**config.mk**
```make
export PLATFORM = sky130hd
export DESIGN_NAME = uart_stream_ctl
export DESIGN_NICKNAME = d
export VERILOG_FILES = /design/src/rtl/uart_stream_ctl.sv
export SDC_FILE = /design/constraint.sdc
export NUM_CORES = 1
export LEC_CHECK = 0
export CAP_MARGIN = 15
export CORE_MARGIN = 2
export CORE_UTILIZATION = 60
export DETAILED_ROUTE_END_ITERATION = 16
export GPL_ROUTABILITY_DRIVEN = 0
export GPL_TIMING_DRIVEN = 0
export PLACE_DENSITY = 0.79
export SKIP_CTS_REPAIR_TIMING = 1
export SLEW_MARGIN = 20
export SYNTH_ARGS = -nofsm -noshare
export SYNTH_HDL_FRONTEND = slang
export SYNTH_SLANG_ARGS = --single-unit
```
**constraint.sdc**
```tcl
create_clock -name clk_50m -period 3.3 [get_ports clk_50m]
set_input_delay 0.66 -clock clk_50m [delete_from_list [all_inputs] [get_ports clk_50m]]
set_output_delay 0.66 -clock clk_50m [all_outputs]
set_load 0.005 [all_outputs]
```
**src/rtl/uart_stream_ctl.sv**
```systemverilog
`default_nettype none
// ============================================================================
// Module   : uart_stream_ctl
// Purpose  : UART stream controller. It sends a writable message buffer on
//            demand and echoes received bytes through a FIFO, formatted as
//            raw, uppercase or hex.
// Revision : 1.0 - initial release
// ============================================================================
module uart_stream_ctl #(
    parameter int MSG_DEPTH  = 16,
    parameter int MSG_AW     = 4,
    parameter int FIFO_DEPTH = 8,
    parameter int FIFO_AW    = 3
) (
    input  logic              clk_50m,
    input  logic              rst,
    input  logic              tx_rdy,
    output logic              tx_en,
    output logic [7:0]        tx_data,
    input  logic              rx_rdy,
    input  logic [7:0]        rx_data,
    input  logic [1:0]        mode,
    input  logic              msg_we,
    input  logic [MSG_AW-1:0] msg_addr,
    input  logic [7:0]        msg_wdata,
    input  logic [MSG_AW:0]   msg_len,
    input  logic              msg_go,
    output logic              msg_busy,
    output logic [FIFO_AW:0]  fifo_cnt,
    output logic              ovf,
    input  logic              ovf_clr
);

    localparam logic [MSG_AW:0]  c_msg_depth  = (MSG_AW+1)'(MSG_DEPTH);
    localparam logic [FIFO_AW:0] c_fifo_depth = (FIFO_AW+1)'(FIFO_DEPTH);
    localparam logic [1:0]       c_mode_upper = 2'd1;
    localparam logic [1:0]       c_mode_hex   = 2'd2;
    localparam logic [1:0]       c_mode_off   = 2'd3;

    typedef enum logic [1:0] {
        ARB  = 2'd0,
        LOAD = 2'd1,
        REQ  = 2'd2,
        ACK  = 2'd3
    } state_t;

    state_t             r_state;
    logic               r_src_msg;
    logic               r_pending;
    logic [MSG_AW:0]    r_len;
    logic [MSG_AW:0]    r_idx;
    logic [7:0]         r_hold;
    logic [1:0]         r_hmode;
    logic [1:0]         r_sub;
    logic               r_rx_q;
    logic [FIFO_AW-1:0] r_wr_ptr;
    logic [FIFO_AW-1:0] r_rd_ptr;

    logic [7:0] msg_mem  [MSG_DEPTH];
    logic [7:0] fifo_mem [FIFO_DEPTH];

    logic            w_push_req;
    logic            w_push;
    logic            w_pop;
    logic            w_start_msg;
    logic            w_drop_pend;
    logic            w_ovf_set;
    logic [MSG_AW:0] w_len_clamped;

    function automatic logic [7:0] hex_char(input logic [3:0] nib);
        return (nib < 4'd10) ? (8'h30 + {4'h0, nib}) : (8'h37 + {4'h0, nib});
    endfunction

    assign w_push_req    = rx_rdy && !r_rx_q && (mode != c_mode_off);
    assign w_start_msg   = (r_state == ARB) && r_pending && (msg_len != '0);
    assign w_drop_pend   = (r_state == ARB) && r_pending && (msg_len == '0);
    assign w_pop         = (r_state == ARB) && !w_start_msg && (fifo_cnt != '0);
    assign w_push        = w_push_req && ((fifo_cnt < c_fifo_depth) || w_pop);
    assign w_ovf_set     = w_push_req && !w_push;
    assign w_len_clamped = (msg_len > c_msg_depth) ? c_msg_depth : msg_len;
    assign msg_busy      = r_pending || (r_src_msg && (r_state != ARB));

    // Storage arrays carry no reset; contents are only meaningful once written.
    always_ff @(posedge clk_50m) begin
        if (msg_we && !msg_busy && ({1'b0, msg_addr} < c_msg_depth))
            msg_mem[msg_addr] <= msg_wdata;
        if (w_push)
            fifo_mem[r_wr_ptr] <= rx_data;
    end

    always_ff @(posedge clk_50m or posedge rst) begin
        if (rst) begin
            r_rx_q   <= 1'b0;
            r_wr_ptr <= '0;
            r_rd_ptr <= '0;
            fifo_cnt <= '0;
            ovf      <= 1'b0;
        end else begin
            r_rx_q <= rx_rdy;
            if (w_push)
                r_wr_ptr <= r_wr_ptr + 1'b1;
            if (w_pop)
                r_rd_ptr <= r_rd_ptr + 1'b1;
            case ({w_push, w_pop})
                2'b10:   fifo_cnt <= fifo_cnt + 1'b1;
                2'b01:   fifo_cnt <= fifo_cnt - 1'b1;
                default: fifo_cnt <= fifo_cnt;
            endcase
            if (w_ovf_set)
                ovf <= 1'b1;
            else if (ovf_clr)
                ovf <= 1'b0;
        end
    end

    always_ff @(posedge clk_50m or posedge rst) begin
        if (rst) begin
            r_state   <= ARB;
            r_src_msg <= 1'b0;
            r_pending <= 1'b0;
            r_len     <= '0;
            r_idx     <= '0;
            r_hold    <= '0;
            r_hmode   <= '0;
            r_sub     <= '0;
            tx_en     <= 1'b0;
            tx_data   <= '0;
        end else begin
            // A go arriving in the same cycle a send starts is kept as a resend.
            if (msg_go)
                r_pending <= 1'b1;
            else if (w_start_msg || w_drop_pend)
                r_pending <= 1'b0;

            case (r_state)
                ARB: begin
                    if (w_start_msg) begin
                        r_len     <= w_len_clamped;
                        r_idx     <= '0;
                        r_src_msg <= 1'b1;
                        r_state   <= LOAD;
                    end else if (w_pop) begin
                        r_hold    <= fifo_mem[r_rd_ptr];
                        r_hmode   <= mode;
                        r_sub     <= '0;
                        r_src_msg <= 1'b0;
                        r_state   <= LOAD;
                    end
                end
                LOAD: begin
                    if (r_src_msg)
                        tx_data <= msg_mem[r_idx[MSG_AW-1:0]];
                    else if (r_hmode == c_mode_upper)
                        tx_data <= ((r_hold >= 8'h61) && (r_hold <= 8'h7A)) ? (r_hold - 8'd32) : r_hold;
                    else if (r_hmode == c_mode_hex)
                        tx_data <= (r_sub == 2'd0) ? hex_char(r_hold[7:4]) :
                                   (r_sub == 2'd1) ? hex_char(r_hold[3:0]) : 8'h20;
                    else
                        tx_data <= r_hold;
                    r_state <= REQ;
                end
                REQ: begin
                    if (tx_rdy) begin
                        tx_en   <= 1'b1;
                        r_state <= ACK;
                    end
                end
                ACK: begin
                    if (!tx_rdy) begin
                        tx_en <= 1'b0;
                        if (r_src_msg) begin
                            r_idx   <= r_idx + 1'b1;
                            r_state <= ((r_idx + 1'b1) == r_len) ? ARB : LOAD;
                        end else if ((r_hmode == c_mode_hex) && (r_sub != 2'd2)) begin
                            r_sub   <= r_sub + 1'b1;
                            r_state <= LOAD;
                        end else begin
                            r_state <= ARB;
                        end
                    end
                end
                default: r_state <= ARB;
            endcase
        end
    end

endmodule
`default_nettype wire
```
==> run_results.csv <==
group,metric,value,unit
critical_path,cp-startpoint,"msg_len[4]",
synthesis,syn_area,10300,sq um
global_route,grt_use_met3,5.05,%
floorplan,io_pins,49,
critical_path,reg2reg_slack,0.14,ns
power,power_density,780,nW/um^2
synthesis,ys_types,58,
synthesis,synth-xor-area-share,1.44,%
cells_and_area,antenna_cells,0,
synthesis,synth_compound_area_share,5.46,%
synthesis,synth-seq-cells,239,
cells_and_area,fin_cells,967,
synthesis,post-synth-top-count-cell,"edfxtp_1",
global_route,grt_busiest_layer,"met2",
sta,grt_setup_unrepaired,"true",
floorplan,die_h,135,um
min_path,min_from,"ovf$_DFFE_PP0P_",
route,vias,6126,
critical_path,slowest_stage,"clkdlybuf4s50_1",
synthesis,yosys.area_share.adder,2.78,%
synthesis,yosys.area_share.simple,7.11,%
critical_path,slowest_delay,0.50,ns
clock_network,cts-root-buf,"clkbuf_16",
floorplan,die_w,135,um
sta,drv_slew,0,
cells_and_area,final-seq-area,6940,sq um
clock_network,clkLatencyLatePin,0.51,ns
clock_network,clock-sinks,239,
global_route,grt_usage,25.5,%
synthesis,yosys_warnings,0,
global_route,grt_max_degree,25,
route,vias_per_cell,6.34,
global_route,overflow,0,
cells_and_area,fillCellCount,1077,
synthesis,async_reset_ff_share,19.7,%
route,wl_per_cell,23.4,um
power,p_leak,4.08,nW
min_path,hold_class,"reg -> reg",
floorplan,start_util,60.7,%
critical_path,cp-end-kind,"flop",
min_path,min_to,"ovf$_DFFE_PP0P_",
status,status,"completed",
placed_design,numPortBuffers,47,
synthesis,syn_avg_cell_area,15.9,sq um
placed_design,pre_cts_ws,-0.842,ns
sta,clock_skew,0.0117,ns
critical_path,critPathBufInv,2,
sta,worstMarginPinSlew,1.12,ns
clock_network,cts_made_buffers,23,
placed_design,dp_hpwl,14900,um
sta,timing.final.hold_violations,0,
synthesis,syn-num-nets,707,
sta,fin_hold_ws,0.518,ns
critical_path,crit_type,"in -> reg",
critical_path,worstPathCellList,"clkdlybuf4s50_1, nor3_2, a31oi_2, nor2_4, buf_2, ha_1, or3b_2, o21ai_0, nand3b_1, a21oi_1, xor2_1",
synthesis,synth_cells,650,
floorplan,fp-row-count,48,
critical_path,worstPathRequired,3.72,ns
route,drc_errors,0,
synthesis,ys_seq_area_share,67.1,%
global_route,grt.met2_usage,40.1,%
job,maxCapViolations,0,
synthesis,synthTopCellsByArea,"edfxtp_1, dfrtp_1, mux4_2",
cells_and_area,multi_input_area,3220,sq um
route,ant_nets,0,
route,wl,22700,um
global_route,met1_usage,36.3,%
clock_network,clkTransAtPathRegs,0.06,ns
global_route,grt_pass1_vias,6129,
synthesis,synth_edf_count,192,
critical_path,rr_endpoint,"fifo_cnt[3]$_DFFE_PP0P_",
clock_network,clock_path_buffers,3,
synthesis,synth_top_family_by_area,"multiplexers",
global_route,grt_pass1_wl,34500,um
clock_network,h-tree-depth,1,
synthesis,synth_ff_type,"edfxtp_1",
sta,worst_slack,0.0868,ns
clock_network,cts_tree,"done",
route,dr.pass1.iters,6,
synthesis,yosys-top-cells-count,"edfxtp_1, dfrtp_1, mux4_2, nand2_1, nor2_1",
critical_path,startpoint_type,"input port",
sta,slew_headroom,25.2,%
global_route,antenna_found_initial,0,
min_path,whs_path_depth,2,
cells_and_area,nNetsFinal,784,
floorplan,dieArea,18300,sq um
synthesis,yosysTopAreaCellShare,55.7,%
route,drt_iter0_markers,808,
cells_and_area,drive_gt1_share,15.1,%
power,ir_worst_vdd,546,uV
sta,fin_crit,3.21,ns
critical_path,r2r_start,"r_state[0]$_DFFE_PP0P_",
placed_design,place_inst,927,
floorplan,coreArea,17100,sq um
cells_and_area,area_growth,15.1,%
critical_path,ff2ff_path_depth,12,
synthesis,synth_area_leader_cell,"edfxtp_1",
critical_path,worstPathMaxFanout,11,
critical_path,path_delay_family,"simple AND/OR/NAND/NOR gates",
sta,setup_viol,0,
synthesis,synthMuxAreaShare,13.7,%
sta,post-route-period-util,97.4,%
sta,max_freq,311,MHz
critical_path,worstPathArrival,3.63,ns
registers in the layout (all words and copies together) (netlist names), 2 cells and up:
signal    flops
r_len         5
r_hold        8
r_sub         2
tx_data       8
r_hmode       2
r_rd_ptr      3
msg_mem     128
r_idx         5
fifo_mem     64
r_wr_ptr      3
r_state       2
fifo_cnt      4
stage by stage:
stage	util, %	area (sq um)	power, mW	setup TNS (ns)
floorplan	-	10300	5.89	0
global placement	65.1	11100	6.67	-26.94
detailed placement	65.6	11200	6.82	-21.76
CTS	69.7	11900	9.26	-0.927
global route	69.9	11900	9.74	-0.161
finish	69.9	11900	9.29	0
cells by family after synthesis:
family / count (synthesis)
buf+inv: 53
flops: 239
xor+xnor: 17
mux: 81
compound gates: 90
simple gates: 147
fa+ha+maj: 23
layout make-up:
class                           count  area share, %
Multi-Input combinational cell    358           27.0
Inverter                           22          0.693
Sequential cell                   239           58.3
Timing Repair Buffer               52           4.49
Tap cell                          225           2.36
Buffer                             31           1.39
Clock inverter                      8          0.514
Clock buffer                       32           5.28
cell usage in the layout, fill, tap and decap left out, drive strengths merged, types with 26 or more instances in the layout:
cell type,n
clkdlybuf4s50,47
edfxtp,192
o21ai,28
dfrtp,47
nor2,39
clkbuf,42
mux4,46
nand2,38
mux2i,30
buf,26
tightest hold or removal path: cells and delay by family (launching register included):
family | cells | cell delay, ns
compound gates | 1 | 0.06
buf+inv | 1 | 0.05
flops | 1 | 0.37
report_power, final:
group / total [mW] / internal, mW / switching, mW
Clock: 2.45 / 1.40 / 1.04
Combinational: 2.98 / 1.37 / 1.62
Sequential: 3.86 / 3.57 / 0.287
how the worst max path moves through the flow:
stage | to | slack (ns) | cells after the start
2_1_floorplan | fifo_cnt[3]$_DFFE_PP0P_ | 0.37 | 10
3_3_place_gp | fifo_cnt[3]$_DFFE_PP0P_ | -0.69 | 11
3_5_place_dp | fifo_cnt[3]$_DFFE_PP0P_ | -0.84 | 11
4_1_cts | fifo_cnt[3]$_DFFE_PP0P_ | -0.35 | 11
5_1_grt | fifo_cnt[3]$_DFFE_PP0P_ | -0.16 | 12
6_report | fifo_cnt[3]$_DFFE_PP0P_ | 0.09 | 11
per-layer routing:
metal  wire length (um)  up-vias
li1                   -     2681
met1               9240     3094
met2              10800      305
met3               1970       46
met4                619        0
met5                  0        -
No activity file was read; power rests on OpenSTA's default activity.
